## src/rtl/tc21073_sub_seq.sv

```systemverilog
`default_nettype none
// ============================================================================
// Module   : tc21073_sub_seq
// Purpose  : Byte-serial adder/subtractor. An NBYTES-wide add or subtract is
//            computed through a single 8-bit slice, one byte per cycle, LSB
//            first. Subtract is a + ~b + 1 (carry seeded with 1).
// Revision : 1.0 - initial release
// ----------------------------------------------------------------------------
// Ports
//   clk    in   rising-edge clock
//   rst_n  in   asynchronous active-low reset
//   start  in   begin an operation (accepted in IDLE or DONE only)
//   op     in   0 = a - b, 1 = a + b
//   a, b   in   operands, 8*NBYTES bits
//   busy   out  high during the NBYTES RUN cycles
//   done   out  one-cycle pulse, result valid
//   sum    out  result, 8*NBYTES bits
//   cout   out  final carry (subtract: 1 = no borrow)
//   ovf    out  two's-complement overflow
//   zero   out  sum is all zeros
// ============================================================================
module tc21073_sub_seq #(
  parameter int NBYTES = 4
) (
  input  logic                  clk,
  input  logic                  rst_n,
  input  logic                  start,
  input  logic                  op,
  input  logic [8*NBYTES-1:0]   a,
  input  logic [8*NBYTES-1:0]   b,
  output logic                  busy,
  output logic                  done,
  output logic [8*NBYTES-1:0]   sum,
  output logic                  cout,
  output logic                  ovf,
  output logic                  zero
);

  localparam int W    = 8 * NBYTES;
  localparam int IDXW = (NBYTES > 1) ? $clog2(NBYTES) : 1;
  localparam logic [IDXW-1:0] LAST_IDX = IDXW'(NBYTES - 1);

  typedef enum logic [1:0] {
    IDLE = 2'd0,
    RUN  = 2'd1,
    DONE = 2'd2
  } state_t;

  state_t          r_state;
  state_t          w_state_nxt;

  logic [W-1:0]    r_a;
  logic [W-1:0]    r_b;
  logic            r_op;
  logic [IDXW-1:0] r_idx;
  logic            r_carry;
  logic [W-1:0]    r_sum;
  logic            r_cout;
  logic            r_ovf;

  logic            w_accept;
  logic            w_last;
  logic [W-1:0]    w_a_sh;
  logic [W-1:0]    w_b_sh;
  logic [7:0]      w_a_byte;
  logic [7:0]      w_beff;
  logic [8:0]      w_slice;

  // Start is honoured whenever no operation is in flight.
  assign w_accept = start && (r_state != RUN);
  assign w_last   = (r_idx == LAST_IDX);

  // Current byte selected by shifting the latched operand down.
  assign w_a_sh   = r_a >> {r_idx, 3'b000};
  assign w_b_sh   = r_b >> {r_idx, 3'b000};
  assign w_a_byte = w_a_sh[7:0];
  assign w_beff   = r_op ? w_b_sh[7:0] : ~w_b_sh[7:0];
  assign w_slice  = {1'b0, w_a_byte} + {1'b0, w_beff} + {8'd0, r_carry};

  // --------------------------------------------------------------------------
  // FSM
  // --------------------------------------------------------------------------
  always_ff @(posedge clk or negedge rst_n) begin
    if (!rst_n) begin
      r_state <= IDLE;
    end else begin
      r_state <= w_state_nxt;
    end
  end

  always_comb begin
    w_state_nxt = r_state;
    busy        = 1'b0;
    done        = 1'b0;
    case (r_state)
      IDLE: begin
        if (start) w_state_nxt = RUN;
      end
      RUN: begin
        busy = 1'b1;
        if (w_last) w_state_nxt = DONE;
      end
      DONE: begin
        done        = 1'b1;
        // A start held in DONE chains straight into the next operation.
        w_state_nxt = start ? RUN : IDLE;
      end
      default: begin
        w_state_nxt = IDLE;
      end
    endcase
  end

  // --------------------------------------------------------------------------
  // Datapath
  // --------------------------------------------------------------------------
  always_ff @(posedge clk or negedge rst_n) begin
    if (!rst_n) begin
      r_a     <= '0;
      r_b     <= '0;
      r_op    <= 1'b0;
      r_idx   <= '0;
      r_carry <= 1'b0;
      r_sum   <= '0;
      r_cout  <= 1'b0;
      r_ovf   <= 1'b0;
    end else if (w_accept) begin
      r_a     <= a;
      r_b     <= b;
      r_op    <= op;
      r_idx   <= '0;
      // Subtract supplies the +1 of the two's complement through the carry.
      r_carry <= ~op;
    end else if (r_state == RUN) begin
      for (int i = 0; i < NBYTES; i++) begin
        if (r_idx == IDXW'(i)) r_sum[8*i +: 8] <= w_slice[7:0];
      end
      r_carry <= w_slice[8];
      r_idx   <= r_idx + IDXW'(1);
      if (w_last) begin
        r_cout <= w_slice[8];
        // Overflow: operands of equal sign give a result of the other sign.
        r_ovf  <= (w_a_byte[7] == w_beff[7]) && (w_slice[7] != w_a_byte[7]);
      end
    end
  end

  assign sum  = r_sum;
  assign cout = r_cout;
  assign ovf  = r_ovf;
  assign zero = (r_sum == '0);

endmodule
`default_nettype wire

```

## config.mk

```make
export PLATFORM = sky130hd
export DESIGN_NAME = tc21073_sub_seq
export DESIGN_NICKNAME = d
export VERILOG_FILES = /design/src/rtl/tc21073_sub_seq.sv
export SDC_FILE = /design/constraint.sdc
export NUM_CORES = 1
export LEC_CHECK = 0
export CAP_MARGIN = 20
export CORE_MARGIN = 1
export CORE_UTILIZATION = 40
export DETAILED_ROUTE_END_ITERATION = 7
export GPL_TIMING_DRIVEN = 1
export PLACE_DENSITY_LB_ADDON = 0.05
export SLEW_MARGIN = 20
export SYNTH_ARGS = -nofsm -noshare
export SYNTH_HDL_FRONTEND = slang
export SYNTH_SLANG_ARGS = --single-unit
```

## constraint.sdc

```tcl
create_clock -name clk -period 3.2 [get_ports clk]
set_input_delay 0.48 -clock clk [delete_from_list [all_inputs] [get_ports clk]]
set_output_delay 0.48 -clock clk [all_outputs]
set_load 0.02 [all_outputs]
```

Word-level counts from Yosys, hierarchy flattened
Cells that the tools add are included.
- reduce and logical (&&, ||, !) cells: 11
- add/sub/neg operators: 3
- equality and inequality tests: 10
- muxes and demuxes: 11
- shifts and indexed selects: 2
- bitwise logic cells: 3
- operators with widths (kind ; count):
    right shift 32 x 5 -> 8 bit ; 2
    logical NOT 32 bit ; 1
    AND reduction 3 bit ; 4
    adder 8 x 8 -> 9 bit ; 1
    adder 9 x 1 -> 9 bit ; 1
    2-to-1 mux 2 bit ; 4
    2-to-1 mux 8 bit ; 1
    inverter 8 bit ; 1
    == test 2 bit (second input constant) ; 3
    case mux 2 bit (3 select lines) ; 1
    2-to-1 mux 1 bit ; 5
    == test 2 x 1 -> 1 bit (second input constant) ; 2
    logical NOT 2 bit ; 2
    != test 2 bit (second input constant) ; 2
    adder 2 x 1 -> 2 bit (second input constant) ; 1
    logical AND 1 bit ; 2
    != test 2 x 1 -> 1 bit (second input constant) ; 1
    inverter 1 bit ; 2
    AND reduction 2 bit ; 1
    nonzero test 2 bit ; 1
    == test 1 bit ; 1
    != test 1 bit ; 1
- input bits: 68
- output and inout port bits: 37
- bits in registers: 104

Depth between registers and ports, before layout
Gate-level depths: netlist of run 1.
- depth in word-level cells: 7
- depth in mapped cells: 11
- gate-level depth less buffers: 9

Least setup slack after synthesis of run 1
No wires, ideal clock.
- path kind: register to register
- start point: reg r_idx[0]
- end point: reg r_sum[14], in the netlist sum[14]
- arrival time: 2.875 ns
- period minus slack after synthesis: 2.999 ns
- library setup time: 0.124 ns
- stages on the path, launching flop included: 12
- path buffers: 2
- path slack: 0.201 ns
- cell sequence: dfrtp_1 -> buf_6 -> buf_2 -> mux4_2 -> inv_1 -> fa_1 -> inv_1 -> fa_1 -> a21o_1 -> a211oi_2 -> nor3_1 -> a211o_1
- longest elaborated chain between the ends: 5
- ends and longest elaborated chain (what ; line ; text):
    start, declared ; 55 ; logic [IDXW-1:0] r_idx;
    start signal, assigned ; 139 ; r_idx <= r_idx + IDXW'(1);
    right shift 32 x 5 -> 8 bit ; 75 ; assign w_b_sh = r_b >> {r_idx, 3'b000};
    inverter 8 bit ; 77 ; assign w_beff = r_op ? w_b_sh[7:0] : ~w_b_sh[7:0];
    2-to-1 mux 8 bit ; 77 ;
    adder 8 x 8 -> 9 bit ; 78 ; assign w_slice = {1'b0, w_a_byte} + {1'b0, w_beff} + {8'd0, r_carry};
    adder 9 x 1 -> 9 bit ; 78 ;
    end signal, assigned by index ; 136 ; if (r_idx == IDXW'(i)) r_sum[8*i +: 8] <= w_slice[7:0];
    end, declared ; 57 ; logic [W-1:0] r_sum;
Several ways; a longest one is shown, not always the timed one.
A chain may end at the register's enable or synchronous reset.

Worst setup path in the final report of run 1
- start point: reg r_idx[0]
- end point: reg r_sum[22], in the netlist sum[22]
The elaborated chain is that of the path after synthesis.

==> load_flow_metrics.sql, run 1 <==
INSERT INTO impl_metrics (metric_group, metric, value, unit) VALUES
('routing', 'drt-vias-per-instance', '5.202', ''),
('timing', 'finalCriticalPeriod', '2966', 'ps'),
('cts', 'tritoncts_clock_tree', 'done', ''),
('cts', 'cts_h_tree_depth', '3', ''),
('die', 'fp.dieArea', '0.01278', 'mm2'),
('yosys', 'yosysTopAreaCell', 'dfrtp_1', ''),
('critical_path', 'timing.critical_path.to_type', 'flop', ''),
('cts', 'cts-buffers-inserted', '9', ''),
('grt', 'number_of_global_route_vias_before_repair', '3299', ''),
('run', 'cap_violations', '0', ''),
('routing', 'drt_pre_antenna_iters', '4', ''),
('cts', 'clk_pin_slew_worst_paths', '70', 'ps'),
('cells_and_area', 'share_of_cells_above_drive_strength_1', '0.2261', ''),
('routing', 'detail-route-antenna-nets', '0', ''),
('routing', 'route.vias.total', '3272', ''),
('yosys', 'synth_seq_area_share', '0.5277', ''),
('timing', 'hold_viol', '0', ''),
('cts', 'cts_max_path_buffers', '2', ''),
('die', 'design.core.area', '0.01201', 'mm2'),
('timing', 'timing.max_slew.rel_slack', '0.4628', ''),
('hold_path', 'min-delay-path-class', 'in2async', ''),
('die', 'top_level_ports', '105', ''),
('cells_and_area', 'nNetsFinal', '558', ''),
('grt', 'use_met3', '0.02517', ''),
('grt', 'overflow', '0', ''),
('placed_design', 'port_buffers', '104', ''),
('timing', 'min_period_over_period', '0.9270', ''),
('placed_design', 'place_hpwl', '8.120', 'mm'),
('yosys', 'syn-cell-area', '0.004932', 'mm2'),
('yosys', 'postSynth.topFlopCell', 'dfrtp_1', ''),
('yosys', 'unique_cell_type_count_in_the_yosys_netlist', '38', ''),
('yosys', 'syn_nets', '450', ''),
('grt', 'grt.total_usage', '0.1824', ''),
('timing', 'fin_tns_setup', '0', 'ps'),
('yosys', 'netlist_top_cells_area', 'dfrtp_1, mux2_2, mux4_2', ''),
('routing', 'drt_iter0_markers', '129', ''),
('timing', 'finClkSkew', '6.276', 'ps'),
('yosys', 'synthArstFlopShare', '1.000', ''),
('cts', 'count_of_buffers_added_by_post_cts_timing_repair_for_setup', '0', ''),
('cts', 'cts.root.buffer_cell', 'clkbuf_16', ''),
('routing', 'finalWirelength', '10.71', 'mm'),
('die', 'chipWidth', '113.0', 'um'),
('yosys', 'postSynthRegisterBits', '104', ''),
('grt', 'global_route.usage.met2', '0.2961', ''),
('routing', 'drcViolationCount', '0', ''),
('outcome', 'status', 'complete, no violations', ''),
('timing', 'slew_at_the_pin_with_the_worst_max_slew_slack', '805.8', 'ps'),
('grt', 'gr-max-usage-layer', 'met2', ''),
('yosys', 'synthesis.area_per_instance', '13.37', 'um2'),
('timing', 'final_max_slew_viol_count', '0', ''),
('yosys', 'post-synth-top-area-fraction', '0.5277', ''),
('cells_and_area', 'area_growth_syn_to_layout', '30.75', '%'),
('critical_path', 'path_class', 'reg2reg', ''),
('timing', 'max_freq', '337.1', 'MHz'),
('grt', 'antenna_found_initial', '0', ''),
('yosys', 'synth_edf_count', '0', ''),
('placed_design', 'gpl.final_weighted_congestion', '0.7580', ''),
('cells_and_area', 'post-route-cell-area', '0.006449', 'mm2'),
('placed_design', 'placedInstanceArea', '0.006158', 'mm2'),
('cts', 'cts_sinks', '104', ''),
('routing', 'wl_per_cell', '17.03', 'um'),
('cts', 'clock_latency', '350', 'ps'),
('die', 'dieHeight', '113.0', 'um'),
('grt', 'grt_first_pass_wirelength', '17.47', 'mm'),
('die', 'number_of_placement_rows', '40', ''),
('timing', 'final-setup-viol-count', '0', ''),
('critical_path', 'crit_path_max_fanout', '8', ''),
('critical_path', 'worst-endpoint-required', '3430', 'ps'),
('yosys', 'mapped_cells', '369', ''),
('cells_and_area', 'antenna-diode-count', '0', ''),
('yosys', 'yosys_warnings', '0', ''),
('critical_path', 'setup.worst_path.start_class', 'flop', ''),
('grt', 'grtUsageMet1', '0.2444', ''),
('critical_path', 'critPathArrivalTime', '3190', 'ps'),
('timing', 'grt_setup_unrepaired', 'no', ''),
('die', 'floorplan.initialDensity', '0.4106', ''),
('grt', 'grt_start_max_net_pins', '63', '');
-- logic make-up (layout without fill, tap and decap cells) --
family                   count (synthesis)  count (layout)  share of synthesized area
buffers and inverters                   26             139                    0.03019
multiplexers                            89              89                     0.2440
adder cells (fa/ha/maj)                 13              13                    0.03602
AO/OA/AOI/OAI                           55              55                    0.07280
XOR/XNOR                                10              10                    0.01776
AND/OR/NAND/NOR                         72              72                    0.07154
flip-flops                             104             104                     0.5277
-- cells in the final DEF, fill, tap and decap left out, types with 2 or more instances in the layout --
master           Yosys  final
dfrtp_1            104    104
clkdlybuf4s50_1      0    103
mux2_2              69     69
nand2_1             34     33
o21ai_0             25     25
ha_1                11     11
mux4_2               9      9
xnor2_1              9      9
o31ai_1              9      9
clkbuf_16            0      9
buf_4                0      9
inv_1                8      8
nor4_1               8      8
mux4_1               7      7
nor2_1               6      6
nor3_1               6      6
nand3b_1             5      5
a211o_1              5      5
a21oi_1              5      5
nand2b_1             4      4
mux2i_1              4      4
buf_12               0      3
nand4_1              2      2
a21o_1               2      2
and2_1               2      2
nor3b_1              2      2
o21a_1               2      2
fa_1                 2      2
clkinvlp_4           0      2
-- stage by stage --
stage	instances	worst slack (ps)	hold WS [ps]	utilization
finish	629	233.5	213.0	0.5369
global route	629	108.1	280.4	0.5369
CTS	629	127.7	247.2	0.5363
detailed placement	613	166.0	482.0	0.5127
global placement	613	213.8	467.4	0.5127
floorplan	369	201.5	184.4	-
-- worst max-delay path, stage by stage, from the launching register on --
cell and delay (ps):
dfrtp_1 430, mux4_1 590, xor2_1 200, fa_1 220
inv_1 50, fa_1 390, a21o_1 220, a211oi_4 380
nor3_1 100, a211o_1 260
-- final timing paths --
check	start	endpoint	slack, ps	cells past startpoint
setup / recovery	r_idx[0]$_DFFE_PN0P_	sum[22]$_DFFE_PN0P_	230	9
hold / removal	rst_n	sum[10]$_DFFE_PN0P_	210	1
setup reg to reg	r_idx[0]$_DFFE_PN0P_	sum[22]$_DFFE_PN0P_	230	9
hold reg to reg	cout$_DFFE_PN0P_	cout$_DFFE_PN0P_	500	2
max in group asynchronous	rst_n	r_b[7]$_DFFE_PN0P_	2280	2
min in group clk	cout$_DFFE_PN0P_	cout$_DFFE_PN0P_	500	2
-- registers in the layout, summed over array words and instances, names as in the netlist --
signal / cells
r_a: 32
sum: 32
cout: 1
r_op: 1
r_state: 2
r_carry: 1
r_idx: 2
ovf: 1
r_b: 32
-- timing repair --
action | in CTS | in global routing
hold buffers | 0 | 0
gates resized for setup | 0 | 1
setup endpoints to repair | 0 | 1
-- cell usage after synthesis, types with 4 or more instances --
| cell | instances |
|---|---|
| ha_1 | 11 |
| nor2_1 | 6 |
| mux4_2 | 9 |
| buf_6 | 6 |
| nor4_1 | 8 |
| inv_1 | 8 |
| nor3_1 | 6 |
| a211o_1 | 5 |
| xnor2_1 | 9 |
| buf_2 | 5 |
| clkbuf_1 | 7 |
| mux2_2 | 69 |
| a21oi_1 | 5 |
| dfrtp_1 | 104 |
| o31ai_1 | 9 |
| mux2i_1 | 4 |
| o21ai_0 | 25 |
| nand3b_1 | 5 |
| mux4_1 | 7 |
| nand2_1 | 34 |
| nand2b_1 | 4 |
-- layout make-up --
class                           instances  area [um2]
Clock inverter                          5       40.04
Timing Repair Buffer                  115        1159
Multi-Input combinational cell        239        2191
Clock buffer                           11       242.7
Inverter                                8       30.03
Sequential cell                       104        2603
Tap cell                              147       183.9
Fill cell                            1081        5563
-- metal layers --
metal  share of wire  up-vias
met5               0        -
met4           0.020        0
met3           0.037       15
met2            0.48       85
met1            0.46     1605
li1                -     1567
Power of run 1 is left out: the tool's default activity adds up to more than one toggle a clock period on the data nets, which glitch-free logic cannot reach.
==> inputs of run 2 (changes only) <==
--- a/config.mk
+++ b/config.mk
@@ -11,6 +11,7 @@
 export DETAILED_ROUTE_END_ITERATION = 7
 export GPL_TIMING_DRIVEN = 1
 export PLACE_DENSITY_LB_ADDON = 0.05
+export SKIP_CTS_REPAIR_TIMING = 1
 export SLEW_MARGIN = 20
 export SYNTH_ARGS = -nofsm -noshare
 export SYNTH_HDL_FRONTEND = slang
==> results of run 2 <==
The final DEF is identical to that of run 1; final timing and power are the same.
Power of run 2 is left out for the same reason.
